## config.mk

```make
export PLATFORM = sky130hd
export DESIGN_NAME = rtc_escritura_flat
export DESIGN_NICKNAME = d
export VERILOG_FILES = /design/src/rtl/rtc_escritura_if.sv /design/src/rtl/rtc_escritura.sv /design/src/flat_wrapper.sv
export SDC_FILE = /design/constraint.sdc
export NUM_CORES = 1
export LEC_CHECK = 0
export ABC_AREA = 1
export BUFFER_PORTS_ARGS = -buffer_cell sky130_fd_sc_hd__buf_2
export CAP_MARGIN = 20
export CORE_ASPECT_RATIO = 0.8
export CORE_MARGIN = 10
export CORE_UTILIZATION = 52
export DETAILED_ROUTE_END_ITERATION = 10
export PLACE_DENSITY = 0.84
export SLEW_MARGIN = 30
export SYNTH_ARGS = -nofsm -noshare
export SYNTH_HDL_FRONTEND = slang
export SYNTH_SLANG_ARGS = --single-unit
```

## constraint.sdc

```tcl
create_clock -name clk -period 3.5 [get_ports clk]
set_input_delay 0.875 -clock clk [delete_from_list [all_inputs] [get_ports clk]]
set_output_delay 0.875 -clock clk [all_outputs]
set_load 0.1 [all_outputs]
```

## src/rtl/rtc_escritura_if.sv

```systemverilog
// rtc_escritura_if: request, RTC bus and status signals of rtc_escritura
//   master: drives inicio/leer/dir/dato/din, observes the bus and status outputs
//   slave : the controller side (rtc_escritura)
interface rtc_escritura_if;
   logic       inicio;
   logic       leer;
   logic [7:0] dir;
   logic [7:0] dato;
   logic [7:0] din;
   logic [7:0] dout;
   logic       listo;
   logic       cs_n;
   logic       ad_n;
   logic       wr_n;
   logic       rd_n;
   logic [7:0] dato_leido;
   logic       ocupado;
   logic       fin;
   modport master(output inicio, leer, dir, dato, din,
                  input dout, listo, cs_n, ad_n, wr_n, rd_n, dato_leido, ocupado, fin);
   modport slave(input inicio, leer, dir, dato, din,
                 output dout, listo, cs_n, ad_n, wr_n, rd_n, dato_leido, ocupado, fin);
endinterface

```

## src/rtl/rtc_escritura.sv

```systemverilog
// rtc_escritura: multiplexed address/data RTC bus cycle generator
//   clk, reset (sync, active-high); bus: rtc_escritura_if.slave
//   T_FASE: cycles per bus phase (1..255)
//   RTC_LECTURA_EN: when defined, leer=1 runs a read data phase capturing din
module rtc_escritura #(
   parameter int unsigned T_FASE = 4
) (
   input logic             clk,
   input logic             reset,
   rtc_escritura_if.slave  bus
);
   typedef enum logic [2:0] {IDLE, A_SET, A_STB, A_HLD, D_SET, D_STB, D_HLD, FIN} state_t;
   localparam logic [7:0] T8 = 8'(T_FASE);
   state_t     state_q, state_d;
   logic [7:0] cnt_q, cnt_d;
   logic [7:0] dir_q, dir_d;
   logic [7:0] dato_q, dato_d;
   logic [7:0] leido_q, leido_d;
   logic       lectura;
   logic       acepta;
   logic       fase_a, fase_d;
   assign acepta = state_q == IDLE && bus.inicio;
`ifdef RTC_LECTURA_EN
   logic leer_q, leer_d;
   always_comb leer_d = acepta ? bus.leer : leer_q;
   always_ff @(posedge clk) leer_q <= reset ? 1'b0 : leer_d;
   assign lectura = leer_q;
`else
   assign lectura = 1'b0;
`endif
   always_comb begin
      state_d = state_q;
      cnt_d   = cnt_q;
      dir_d   = acepta ? bus.dir : dir_q;
      dato_d  = acepta ? bus.dato : dato_q;
      // the RTC's data is sampled on the last cycle of the read strobe
      leido_d = (lectura && state_q == D_STB && cnt_q == 8'd1) ? bus.din : leido_q;
      if (state_q == IDLE) begin
         state_d = bus.inicio ? A_SET : IDLE;
         cnt_d   = bus.inicio ? T8 : 8'd0;
      end else if (state_q == FIN) begin
         state_d = IDLE;
         cnt_d   = 8'd0;
      end else if (cnt_q == 8'd1) begin
         // timed states are consecutive in the encoding, D_HLD falls through to FIN
         state_d = state_t'(state_q + 3'd1);
         cnt_d   = state_q == D_HLD ? 8'd0 : T8;
      end else begin
         cnt_d = cnt_q - 8'd1;
      end
   end
   always_ff @(posedge clk) begin
      state_q <= reset ? IDLE : state_d;
      cnt_q   <= reset ? 8'd0 : cnt_d;
      dir_q   <= reset ? 8'd0 : dir_d;
      dato_q  <= reset ? 8'd0 : dato_d;
      leido_q <= reset ? 8'd0 : leido_d;
   end
   assign fase_a         = state_q inside {A_SET, A_STB, A_HLD};
   assign fase_d         = state_q inside {D_SET, D_STB, D_HLD};
   assign bus.cs_n       = ~(fase_a | fase_d);
   assign bus.ad_n       = state_q != A_STB;
   assign bus.wr_n       = ~(state_q == A_STB || (state_q == D_STB && !lectura));
   assign bus.rd_n       = ~(state_q == D_STB && lectura);
   // the RTC owns the data lines for the whole read data phase
   assign bus.listo      = fase_a | (fase_d & ~lectura);
   assign bus.dout       = fase_a ? dir_q : fase_d ? dato_q : 8'h00;
   assign bus.dato_leido = leido_q;
   assign bus.ocupado    = state_q != IDLE;
   assign bus.fin        = state_q == FIN;
endmodule
```

## src/flat_wrapper.sv

```systemverilog
// flat-port wrapper written by rule: the top's interface ports become plain ports
module rtc_escritura_flat 
#(
   parameter int unsigned T_FASE = 4
)
  (clk, reset, bus_inicio, bus_leer, bus_dir, bus_dato, bus_din, bus_dout, bus_listo, bus_cs_n, bus_ad_n, bus_wr_n, bus_rd_n, bus_dato_leido, bus_ocupado, bus_fin);
  rtc_escritura_if bus_i ();
  input logic clk;
  input logic reset;
  input wire logic [$bits(bus_i.inicio)-1:0] bus_inicio;
  input wire logic [$bits(bus_i.leer)-1:0] bus_leer;
  input wire logic [$bits(bus_i.dir)-1:0] bus_dir;
  input wire logic [$bits(bus_i.dato)-1:0] bus_dato;
  input wire logic [$bits(bus_i.din)-1:0] bus_din;
  output wire logic [$bits(bus_i.dout)-1:0] bus_dout;
  output wire logic [$bits(bus_i.listo)-1:0] bus_listo;
  output wire logic [$bits(bus_i.cs_n)-1:0] bus_cs_n;
  output wire logic [$bits(bus_i.ad_n)-1:0] bus_ad_n;
  output wire logic [$bits(bus_i.wr_n)-1:0] bus_wr_n;
  output wire logic [$bits(bus_i.rd_n)-1:0] bus_rd_n;
  output wire logic [$bits(bus_i.dato_leido)-1:0] bus_dato_leido;
  output wire logic [$bits(bus_i.ocupado)-1:0] bus_ocupado;
  output wire logic [$bits(bus_i.fin)-1:0] bus_fin;
  assign bus_i.inicio = bus_inicio;
  assign bus_i.leer = bus_leer;
  assign bus_i.dir = bus_dir;
  assign bus_i.dato = bus_dato;
  assign bus_i.din = bus_din;
  assign bus_dout = bus_i.dout;
  assign bus_listo = bus_i.listo;
  assign bus_cs_n = bus_i.cs_n;
  assign bus_ad_n = bus_i.ad_n;
  assign bus_wr_n = bus_i.wr_n;
  assign bus_rd_n = bus_i.rd_n;
  assign bus_dato_leido = bus_i.dato_leido;
  assign bus_ocupado = bus_i.ocupado;
  assign bus_fin = bus_i.fin;
  rtc_escritura #(.T_FASE(T_FASE)) u_core (.clk(clk), .reset(reset), .bus(bus_i));
endmodule
```

# Word level (Yosys, flattened, before mapping)
# Cells that the tools add are included.
# totals
register_bits,27
input_bits,28
# op_classes
eq_ne,9
muxes,11
n_bitwise,3
add_sub_neg,2
n_reduce_logical,7
# op_table
operator,count
$mux W8,5
$mux W3,5
$eq A3 B3 Y1 const B,4
$reduce_bool A3 Y1,4
$eq A8 B1 Y1 const B,1
$sub A8 B1 Y8 const B,1
$eq A3 B2 Y1 const B,2
$add A3 B1 Y3 const B,1
$eq A3 B1 Y1 const B,1
$logic_not A3 Y1,1
$ne A3 B2 Y1 const B,1
$not A1 Y1,2
$logic_and A1 B1 Y1,1
$logic_or A1 B1 Y1,1
$mux W1,1
$or A1 B1 Y1,1

# Logic depth before layout (Yosys ltp)
# Gate-level depths: netlist (run 1).
# depth
word_depth,5
ltp_mapped,10

# Worst setup path before layout (run 1)
# Ideal clock, no wire load.
# synth_path
path_type,flip-flop to output port
from,register u_core.state_q[0]
to,output port bus_listo
stages_incl_launch_ff,9
arrival_ns,3.356
n_path_buf,0
setup_slack_ns,-0.731
path_cell_list,dfxtp_1 > inv_1 > ha_1 > inv_1 > nor2_1 > nor3_4 > inv_1 > nor2_1 > inv_1
# synth_via
elab_chain_len,3
# synth_rtl
element,line,rtl
start: declaration,rtc_escritura.sv:14,"state_t state_q, state_d;"
start signal: assignment,rtc_escritura.sv:53,state_q <= reset ? IDLE : state_d;
"$eq A3 B1 Y1, or another cell as far along",rtc_escritura.sv:59,"assign fase_a = state_q inside {A_SET, A_STB, A_HLD};"
"$reduce_bool A3 Y1, on equally long branches","rtc_escritura.sv:59, rtc_escritura.sv:60",
$or A1 B1 Y1 *,rtc_escritura.sv:66,assign bus.listo = fase_a | (fase_d & ~lectura);
end: declaration,flat_wrapper.sv:16,output wire logic [$bits(bus_i.listo)-1:0] bus_listo;
# Mark *: on every way between the ends. The rest lies on a longest branch, timed or not.

# Worst setup path in the final report (run 1)
# layout_path
from,register u_core.state_q[0]
to,output port bus_cs_n
# layout_via
elab_chain_len,4
# layout_rtl
element,line,rtl
"$eq A3 B1 Y1, or another cell as far along",rtc_escritura.sv:59,
"$reduce_bool A3 Y1, on equally long branches","rtc_escritura.sv:59, rtc_escritura.sv:60",
$or A1 B1 Y1 *,rtc_escritura.sv:61,assign bus.cs_n = ~(fase_a | fase_d);
$not A1 Y1 *,rtc_escritura.sv:61,
end: declaration,flat_wrapper.sv:17,output wire logic [$bits(bus_i.cs_n)-1:0] bus_cs_n;
# Marked as above.

==> results of run 1 <==
## synth_stat cells, drive strengths merged, types with 2 or more instances
cell    count  area [um2]
nor3        3        26.3
o22ai       8        50.1
ha          8         100
nand2      15        58.8
dfxtp      27         541
inv        40         150
nor2       23        88.8
buf        11        76.3
o21ai      22         110
nand3       2        10.0
conb        2        7.51
a21oi      21         105
clkbuf      2        7.51
## per-layer routing
layer  global-route usage, %  vias to the layer above
li1                        -                      644
met1                    11.9                      512
met2                    17.1                       35
met3                    4.35                        2
met4                    3.41                        0
met5                       0                        -
## placed cells by master (no fill, tap or decap), drive strengths merged
cell type / n
inv: 40
xnor2: 1
ha: 8
nand3: 2
buf: 33
a21oi: 21
dfxtp: 27
clkbuf: 3
o21a: 1
a31oi: 1
nand2: 15
nor2: 23
o21ai: 22
conb: 9
a211oi: 1
o22ai: 8
xor2: 1
clkinv: 1
nor3: 3
## worst max-delay path, cell delays in order, from the launching register on
cell,delay [ns]
dfxtp_1,0.42
inv_1,0.11
ha_1,0.23
inv_1,0.07
nor2_1,0.08
nor3_4,0.20
buf_4,0.19
inv_1,0.06
nor2_2,0.08
buf_2,0.43
## sequential cells by signal, summed over array words and instances, names as in the netlist
register,cells
u_core.cnt_q,8
u_core.state_q,3
u_core.dato_q,8
u_core.dir_q,8
## metrics by stage
stage	worst slack, ns	hold slack (ns)
after floorplan	-0.104	0.417
after global placement	0.824	0.436
after detailed placement	0.800	0.447
after CTS	0.412	0.466
after global routing	0.249	0.490
final	0.427	0.463
## kinds of logic after synthesis
| kind of cell | count (synthesis) | synth area share (%) |
|---|---|---|
| other | 2 | 0.548 |
| AND/OR/NAND/NOR | 43 | 13.4 |
| flip-flops | 27 | 39.5 |
| adder cells (fa/ha/maj) | 8 | 7.31 |
| XOR/XNOR | 2 | 1.28 |
| AO/OA/AOI/OAI | 54 | 20.9 |
| buffers and inverters | 53 | 17.1 |
## worst max path at each step
stage,from,end,slack [ns]
after global routing,u_core.state_q[0],bus_dout[2],0.25
after global placement,u_core.state_q[0],bus_cs_n,0.82
after floorplan,u_core.state_q[0],bus_dout[0],-0.10
final,u_core.state_q[0],bus_cs_n,0.43
after CTS,u_core.state_q[0],bus_cs_n,0.41
after detailed placement,u_core.state_q[0],bus_cs_n,0.80
## layout make-up
class | count | area [um2] | area share, %
Inverter | 40 | 150 | 9.65
Timing Repair Buffer | 33 | 168 | 10.8
Tap cell | 36 | 45.0 | 2.90
Sequential cell | 27 | 541 | 34.8
Clock inverter | 1 | 5.00 | 0.322
Multi-Input combinational cell | 116 | 624 | 40.1
Clock buffer | 3 | 22.5 | 1.45
## power by group through the flow
stage	Sequential, mW	Combinational, mW	Clock (mW)
finish	0.473	0.959	0.132
global route	0.484	1.07	0.146
CTS	0.474	0.963	0.136
detailed placement	0.482	0.960	0
global placement	0.478	0.944	0
floorplan	0.466	0.828	0
==> results.md, run 1 <==
* Outcome: complete, no violations
* Chip Height at roughly 66 um
* Htree depth at 1
* Fin util at 62.7%
* Antenna violations before repair at 0
* Comb pwr share at 61.3%
* Netlist cell types at 23
* Num CTS Buffers at 3
* PwrDens at 1010 mW/mm2
* Syn Area/Cell at 7.25 um2
* Fin area at approximately 0.0016 mm2
* Vias in the first global route at 1092
* R2r setup slk at 1.35 ns
* Port Buffers at 32
* Worst-Margin Slew at 0.872 ns
* Die ar. at 0.00510 mm2
* Hpwl dp at 2230 um
* Placement Cell Area at between 0.0015 and 0.002 mm2
* CTS Hold Bufs at 0
* Max Slew Vio Count at 0
* DR WL/cell at ~11 um
* RR Startpoint: u_core.state_q[0]
* Clock share of power at 8.4%
* Routed WL at 2740 um
* Clk_lat worst skew at 0.32 ns
* FF-to-FF path depth at 7
* Clock sink count at 27
* N_diodes at 0
* Via count at between 1000 and 1500
* Reg-to-Reg End: u_core.dir_q[5]
* CTS Root Cell: clkbuf_4
* Min-delay src: u_core.dir_q[1]
* Wire length on met2 at between 1000 and 1500 um
* Arr. time, crit path at ~2.2 ns
* Slew headroom at a little over two fifths
* Switch share at 56.6%
* Hold depth at 2
* CTS-repair resized insts at 0
* Met1 Wirelength at 1230 um
* Number of DRC markers in iteration 0 at between 60 and 70
* CTS tree: done
* Synth Cell Area at 0.00137 mm2
* Total Nets Final at 257
* Max Cap Viol at 0
* Critical Path Start Type: flip-flop
* Crit. End Element: primary output
* GR Overflow Total at 0
* DRC Markers at 0
* DR vias/cell at 4.66
* Peak supply drop at 0.000363 V
* Clock slew at reported path FFs at 0.14 ns
* IO Pins at a little over 50
* EDFF count, synth at 0
* PnR Total Power at 1.56 mW
* Synth warn at 0
* Area grow syn2layout at 13.5%
* Synth Flop Type: dfxtp_1
* Crit-path max FO at 9
* DR WL met3 at 251 um
* First-pass iteration count of the detailed router at 4
* Hold EP: u_core.dir_q[1]
* GP Congestion at 0.811
* Largest net degree at the start of global routing at 35
* Die W at just under 80 um
* Yosys reg bits at 27
* Sequential Power Share at 30.3%
* Share of cells above drive strength 1 at 18.6%
* Final period utilization at ~90%
* Buffers from clock root to sink, at most at 2
* Fraction of registers with async set/reset at 0%
* RSZ-0062 raised after global routing: no
* Register area share after synthesis at 39.5%
* Setup repair bufs after CTS at 0
* Worst Clk Skew at approximately 0.0026 ns
* Initial Utilization at 55.2%
* Cell Int Power at between 0.6 and 0.7 mW
* Tot GR Track Use at 10.3%
* Non-filler cells in the finished layout at 256
* Leak at 0.765 nW
* Psw at between 0.8 and 0.9 mW
* Crit path kind: flip-flop to primary output
* # setup viols final at 0
* Placed cell count at 252
* Min cycle time layout at between 3 and 4 ns
* Max Fclk at 0.325 GHz
* Core area at 0.00248 mm2
* # fillers at 232
* Max Used Layer: met4
* First-pass GRT wire length at 4510 um
* Critical Path RT at between 2 and 3 ns
* Cell count after synthesis at 189
* Total negative setup slack at 0 ns
* Final hold violation count at 0
* Min-Delay Path Class: flip-flop to flip-flop
* Post-DRT Antenna Nets at 0
* Row Count at 16
(Power assumes the default switching activity.)
==> inputs of run 2 (changes only) <==
Settings changed: CAP_MARGIN 20 to default, CORE_UTILIZATION 52 to 48, PLACE_DENSITY 0.84 to 0.78, REMOVE_ABC_BUFFERS from default to 1.
Clock period 3.5 ns to 2.9 ns, I/O delays scaled along.
==> results.md, run 2 (synthesis results as in run 1) <==
* Biggest regs: u_core.cnt_q: 8 flops, u_core.dato_q: 8 flops, u_core.dir_q: 8 flops
* FF-to-FF path depth at 7 (unchanged)
* Row Count at 17 (+1)
* PnR Total Power at 2.07 mW (+33%)
* Share of cells above drive strength 1 at 23.0% (+4.3 points)
* Area grow syn2layout at 28.6%
* Tightest hold margin at 0.464 ns (+0.00109 ns)
* R2r setup slk at 0.82 ns (-0.53 ns)
* CTS Root Cell: clkbuf_4
* Peak supply drop at 0.000611 V (+68%)
* Worst-Margin Slew at 0.852 ns (-0.0210 ns)
* Min-delay src: u_core.cnt_q[0]
* Routed WL at 3080 um (+13%)
* Vias in the first global route at 1152 (+5.5%)
* RR Startpoint: u_core.state_q[0]
* Port Buffers at 32 (unchanged)
* DR vias/cell at 4.68 (+0.44%)
* Hold EP: u_core.cnt_q[0]
* Worst Clk Skew at 0.00245 ns (-0.000127 ns)
* Max Cap Viol at 0 (unchanged)
* Chip Height at 67.8 um (+2.8%)
* Final period utilization at a little over nine tenths
* Min cycle time layout at around 2.7 ns
* Num CTS Buffers at 3 (unchanged)
* Core area at 0.00274 mm2 (+11%)
* IO Pins at 51 (unchanged)
* Leak at 0.807 nW (+5.5%)
* Htree depth at 1 (unchanged)
* DRC Markers at 0 (unchanged)
* Clock sink count at 27 (unchanged)
* Die ar. at 0.00540 mm2 (+6.0%)
* PwrDens at 1180 mW/mm2 (+17%)
* Setup ws final at 0.157 ns (-0.270 ns)
* Clk_lat worst skew at 0.33 ns (about the same)
* # setup viols final at 0 (unchanged)
* Final hold violation count at 0 (unchanged)
* Buf/Inv on CP at 4 (-1)
* Largest net degree at the start of global routing at 33 (-5.7%)
* Critical path, cell by cell: inv_1, ha_1, inv_1, nor2_1, nor3_4, buf_4, o22ai_2, buf_12
* First-pass iteration count of the detailed router at 4 (unchanged)
* Initial Utilization at 49.9% (-5.3 points)
* Clock slew at reported path FFs at 0.15 ns (about the same)
* Min-Delay Path Class: flip-flop to flip-flop
* Crit. End Element: primary output
* Commonest cells after routing, fill and taps aside: inv_1, dfxtp_1, nor2_1, o21ai_0, buf_2
* Most frequent CP cell: inv_1
* Critical Path Start Type: flip-flop
* Number of DRC markers in iteration 0 at 46 (-28%)
* Post-DRT Antenna Nets at 0 (unchanged)
* Hpwl dp at 2320 um (+4.1%)
* Critical Path RT at 2.17 ns (-0.45 ns)
* Worst stage delay on the critical path at 0.37 ns (-0.06 ns)
* First-pass GRT wire length at 4950 um (+9.6%)
* Die W at 79.7 um (+3.0%)
* Tot GR Track Use at 11.0% (+0.65 points)
* GP Congestion at 0.830 (+2.3%)
* CTS tree: done
* Antenna violations before repair at 0 (unchanged)
* Reg-to-Reg End: u_core.dir_q[7]
* GR Overflow Total at 0 (unchanged)
* Crit-path max FO at 8 (-1)
* Via count at 1217 (+2.0%)
* DR WL/cell at 11.9 um (+11%)
* Arr. time, crit path at 2.02 ns (-0.18 ns)
* Buffers from clock root to sink, at most at 2 (unchanged)
* Max Slew Vio Count at 0 (unchanged)
* Hold depth at 1 (-1)
* CTS Hold Bufs at 0 (unchanged)
* Post-Place Setup Slack at 0.430 ns (-0.370 ns)
* Max Fclk at 0.365 GHz
* Crit path kind: flip-flop to primary output
* Slew headroom at 43.1% (+1.4 points)
* N_diodes at 0 (unchanged)
* Commonest non-fill, non-tap cell in the layout: inv_1
* Outcome: complete, no violations
* Slowest cell on crit path: dfxtp_2
* Crit-path leading delay family: buffers and inverters
* Total Nets Final at 259 (+0.78%)
-- run 2: final cells by class --
type	instances	area [um2]
Fill cell	244	982
Timing Repair Buffer	35	308
Inverter	40	150
Clock buffer	3	22.5
Multi-Input combinational cell	116	684
Tap cell	38	47.5
Sequential cell	27	542
Clock inverter	1	7.51
-- run 2: report_power, final --
part / switching, mW / total [mW] / leakage [nW] / internal, mW
logic: 0.955 / 1.33 / 0.570 / 0.378
clock network: 0.116 / 0.169 / 0.0139 / 0.0529
registers: 0.0708 / 0.573 / 0.223 / 0.502
-- run 2: worst max-delay path by stage --
stage / from / to / slack, ns / depth (start not counted)
2_1_floorplan: u_core.state_q[0] / bus_listo / -1.18 / 8
3_3_place_gp: u_core.state_q[0] / bus_dout[1] / 0.47 / 8
3_5_place_dp: u_core.state_q[0] / bus_dout[3] / 0.43 / 8
4_1_cts: u_core.state_q[0] / bus_dout[3] / 0.02 / 8
5_1_grt: u_core.state_q[0] / bus_dout[0] / -0.004 / 8
6_report: u_core.state_q[0] / bus_dout[1] / 0.16 / 8
-- run 2: per-layer routing --
| metal | up-vias | GRT usage (%) | routed length [um] |
|---|---|---|---|
| met5 | - | 0 | 0 |
| met4 | 0 | 2.85 | 49 |
| met1 | 536 | 13.5 | 1340 |
| met2 | 31 | 17.4 | 1470 |
| li1 | 644 | - | - |
| met3 | 6 | 4.51 | 222 |
-- run 2: stage by stage --
step           setup TNS [ns]  area, um2  utilization, %  std cells
2_1_floorplan           -5.92       1310               -        183
6_report                    0       1760            64.2        260
4_1_cts                     0       1690            61.7        260
3_3_place_gp                0       1660            60.6        256
5_1_grt              -0.00394       1760            64.2        260
3_5_place_dp                0       1660            60.6        256
-- run 2: what timing repair did --
action / 4_1_cts / 5_1_grt
endpoints found under the setup margin: 0 / 9
gates resized for setup: 0 / 14
buffers inserted: 0 / 0
==> inputs of run 3 (changes only) <==
Settings changed: CORE_MARGIN 10 to default, CORE_UTILIZATION 48 to 30, PLACE_DENSITY 0.78 to default.
==> results.md, run 3 (synthesis results as in run 1) <==
* Outcome: complete, no violations
* Clk_lat worst skew at 0.27 ns (-0.06 ns)
* Switch share at 53.6% (-1.5 points)
* Row Count at 21 (+4)
* Commonest cells after routing, fill and taps aside: inv_1, dfxtp_1, buf_2, nor2_1, o21ai_0
* Tightest hold margin at 0.457 ns (-0.00763 ns)
* Num CTS Buffers at 3 (unchanged)
* Antenna violations before repair at 0 (unchanged)
* Min-Delay Path Class: flip-flop to flip-flop
* Critical path, cell by cell: inv_1, ha_1, inv_1, nor2_1, nor3_4, nand2_2, o22ai_1, buf_12
* Critical Path RT at 2.17 ns (about the same)
* Crit-path max FO at 8 (unchanged)
* GP Congestion at 0.770 (-7.2%)
* R2r setup slk at 0.87 ns (+0.05 ns)
* Vias in the first global route at 1105 (-4.1%)
* GR Overflow Total at 0 (unchanged)
* Register area at 541 um2 (-0.23%)
* Setup repair bufs after CTS at 0 (unchanged)
* Chip Height at 62.4 um (-7.9%)
* Htree depth at 1 (unchanged)
* Clock sink count at 27 (unchanged)
* Crit-path leading delay family: simple AND/OR/NAND/NOR gates
* Final period utilization at 94.3% (-0.29 points)
* Leak at 0.810 nW (+0.40%)
* CTS Hold Bufs at 0 (unchanged)
* Initial Utilization at 32.0% (-18 points)
* N_diodes at 0 (unchanged)
* Sequential Power Share at 27.8% (+0.2 points)
* Crit. End Element: primary output
* Comb pwr share at 62.0% (-2.2 points)
* PwrDens at 1170 mW/mm2 (-0.25%)
* Peak supply drop at 0.000874 V (+43%)
* Area grow syn2layout at 27.5%
* Port Buffers at 32 (unchanged)
* Share of cells above drive strength 1 at 19.7% (-3.2 points)
* Total negative setup slack at 0 ns (unchanged)
* Biggest regs: u_core.cnt_q: 8 flops, u_core.dato_q: 8 flops, u_core.dir_q: 8 flops
* Crit path kind: flip-flop to primary output
* Routed WL at 2700 um (-12%)
* Slowest cell on crit path: dfxtp_1
* Die W at 77.6 um (-2.7%)
* Commonest non-fill, non-tap cell in the layout: inv_1
* CTS tree: done
* DR WL/cell at 9.65 um (-19%)
* Worst-Margin Slew at 0.861 ns (+0.00995 ns)
* Max Fclk at 0.366 GHz (+0.31%)
* Max Slew Vio Count at 0 (unchanged)
* Core area at 0.00428 mm2 (+56%)
* Cell Int Power at 0.953 mW (+2.2%)
* First-pass GRT wire length at 4680 um (-5.4%)
* Buffers from clock root to sink, at most at 2 (unchanged)
* Max Cap Viol at 0 (unchanged)
* RSZ-0062 raised after global routing: yes
* Total Nets Final at 260 (+0.39%)
* CTS Root Cell: clkbuf_8
* DR vias/cell at 4.21 (-10%)
* Min cycle time layout at 2.74 ns (-0.00847 ns)
* Clock share of power at 10.2% (+2.0 points)
* Post-DRT Antenna Nets at 0 (unchanged)
* Final hold violation count at 0 (unchanged)
* Clock slew at reported path FFs at 0.09 ns (-0.06 ns)
* Number of DRC markers in iteration 0 at 41 (-11%)
* Worst Clk Skew at 0.00555 ns (+0.00310 ns)
* # fillers at 446 (+83%)
* Via count at 1180 (-3.0%)
* Arr. time, crit path at 2.01 ns (about the same)
* First-pass iteration count of the detailed router at 4 (unchanged)
* Slew headroom at 42.4% (-0.67 points)
* Largest net degree at the start of global routing at 32 (-3.0%)
* Hpwl dp at 2070 um (-11%)
* DRC Markers at 0 (unchanged)
* Die ar. at 0.00484 mm2 (-10%)
* Critical Path Start Type: flip-flop
* Area of the multi-input gates at 628 um2 (-8.2%)
* Worst stage delay on the critical path at 0.39 ns (+0.02 ns)
* Psw at 1.10 mW (-3.8%)
* Tot GR Track Use at 11.9% (+0.90 points)
* Buf/Inv on CP at 3 (-1)
* Most frequent CP cell: inv_1
* # setup viols final at 0 (unchanged)
* IO Pins at 51 (unchanged)
## run 3: final timing paths
check                         start          endpoint  depth (start not counted)
setup / recovery  u_core.state_q[0]       bus_dout[0]                          8
hold / removal     u_core.dato_q[2]  u_core.dato_q[2]                          2
setup reg to reg  u_core.state_q[0]   u_core.dir_q[0]                          7
hold reg to reg    u_core.dato_q[2]  u_core.dato_q[2]                          2
## run 3: per-layer routing
| layer | vias to the layer above | GRT usage (%) | routed length (um) |
|---|---|---|---|
| met4 | 0 | 2.83 | 23 |
| met3 | 2 | 3.21 | 100 |
| li1 | 646 | - | - |
| met2 | 24 | 18.3 | 1080 |
| met5 | - | 0 | 0 |
| met1 | 508 | 16.5 | 1500 |
## run 3: worst register-to-register path: stages (launching register included)
cell and delay (ns):
dfxtp_1 0.35, inv_1 0.11, ha_1 0.15, inv_1 0.05, nor2_1 0.21, nand2_1 0.56
o21ai_0 0.41, a21oi_1 0.06
## run 3: power by group through the flow
stage	combinational [mW]	sequential [mW]	clock, mW
finish	1.27	0.570	0.210
global route	1.40	0.588	0.231
CTS	1.27	0.570	0.224
detailed placement	1.27	0.579	0
global placement	1.26	0.577	0
floorplan	0.977	0.563	0
## run 3: metrics by stage
step | setup WS, ns | area (um2) | utilization, % | cells | total power, mW
2_1_floorplan | -1.18 | 1310 | - | 183 | 1.54
3_3_place_gp | 0.457 | 1690 | 39.6 | 276 | 1.83
3_5_place_dp | 0.457 | 1690 | 39.6 | 276 | 1.85
4_1_cts | 0.131 | 1740 | 40.6 | 280 | 2.07
5_1_grt | -0.0502 | 1750 | 40.8 | 280 | 2.22
6_report | 0.165 | 1750 | 40.8 | 280 | 2.05
## run 3: cell type report
cell class,instances,share of cell area (%)
Multi-Input combinational cell,116,36.0
Sequential cell,27,30.9
Timing Repair Buffer,36,17.8
Inverter,40,8.60
Tap cell,57,4.08
Clock buffer,3,2.36
Clock inverter,1,0.287
## run 3: repair_timing
| action | 4_1_cts | 5_1_grt |
|---|---|---|
| endpoints found under the hold margin | 0 | 0 |
| gates resized for setup | 0 | 1 |
| endpoints found under the setup margin | 0 | 8 |
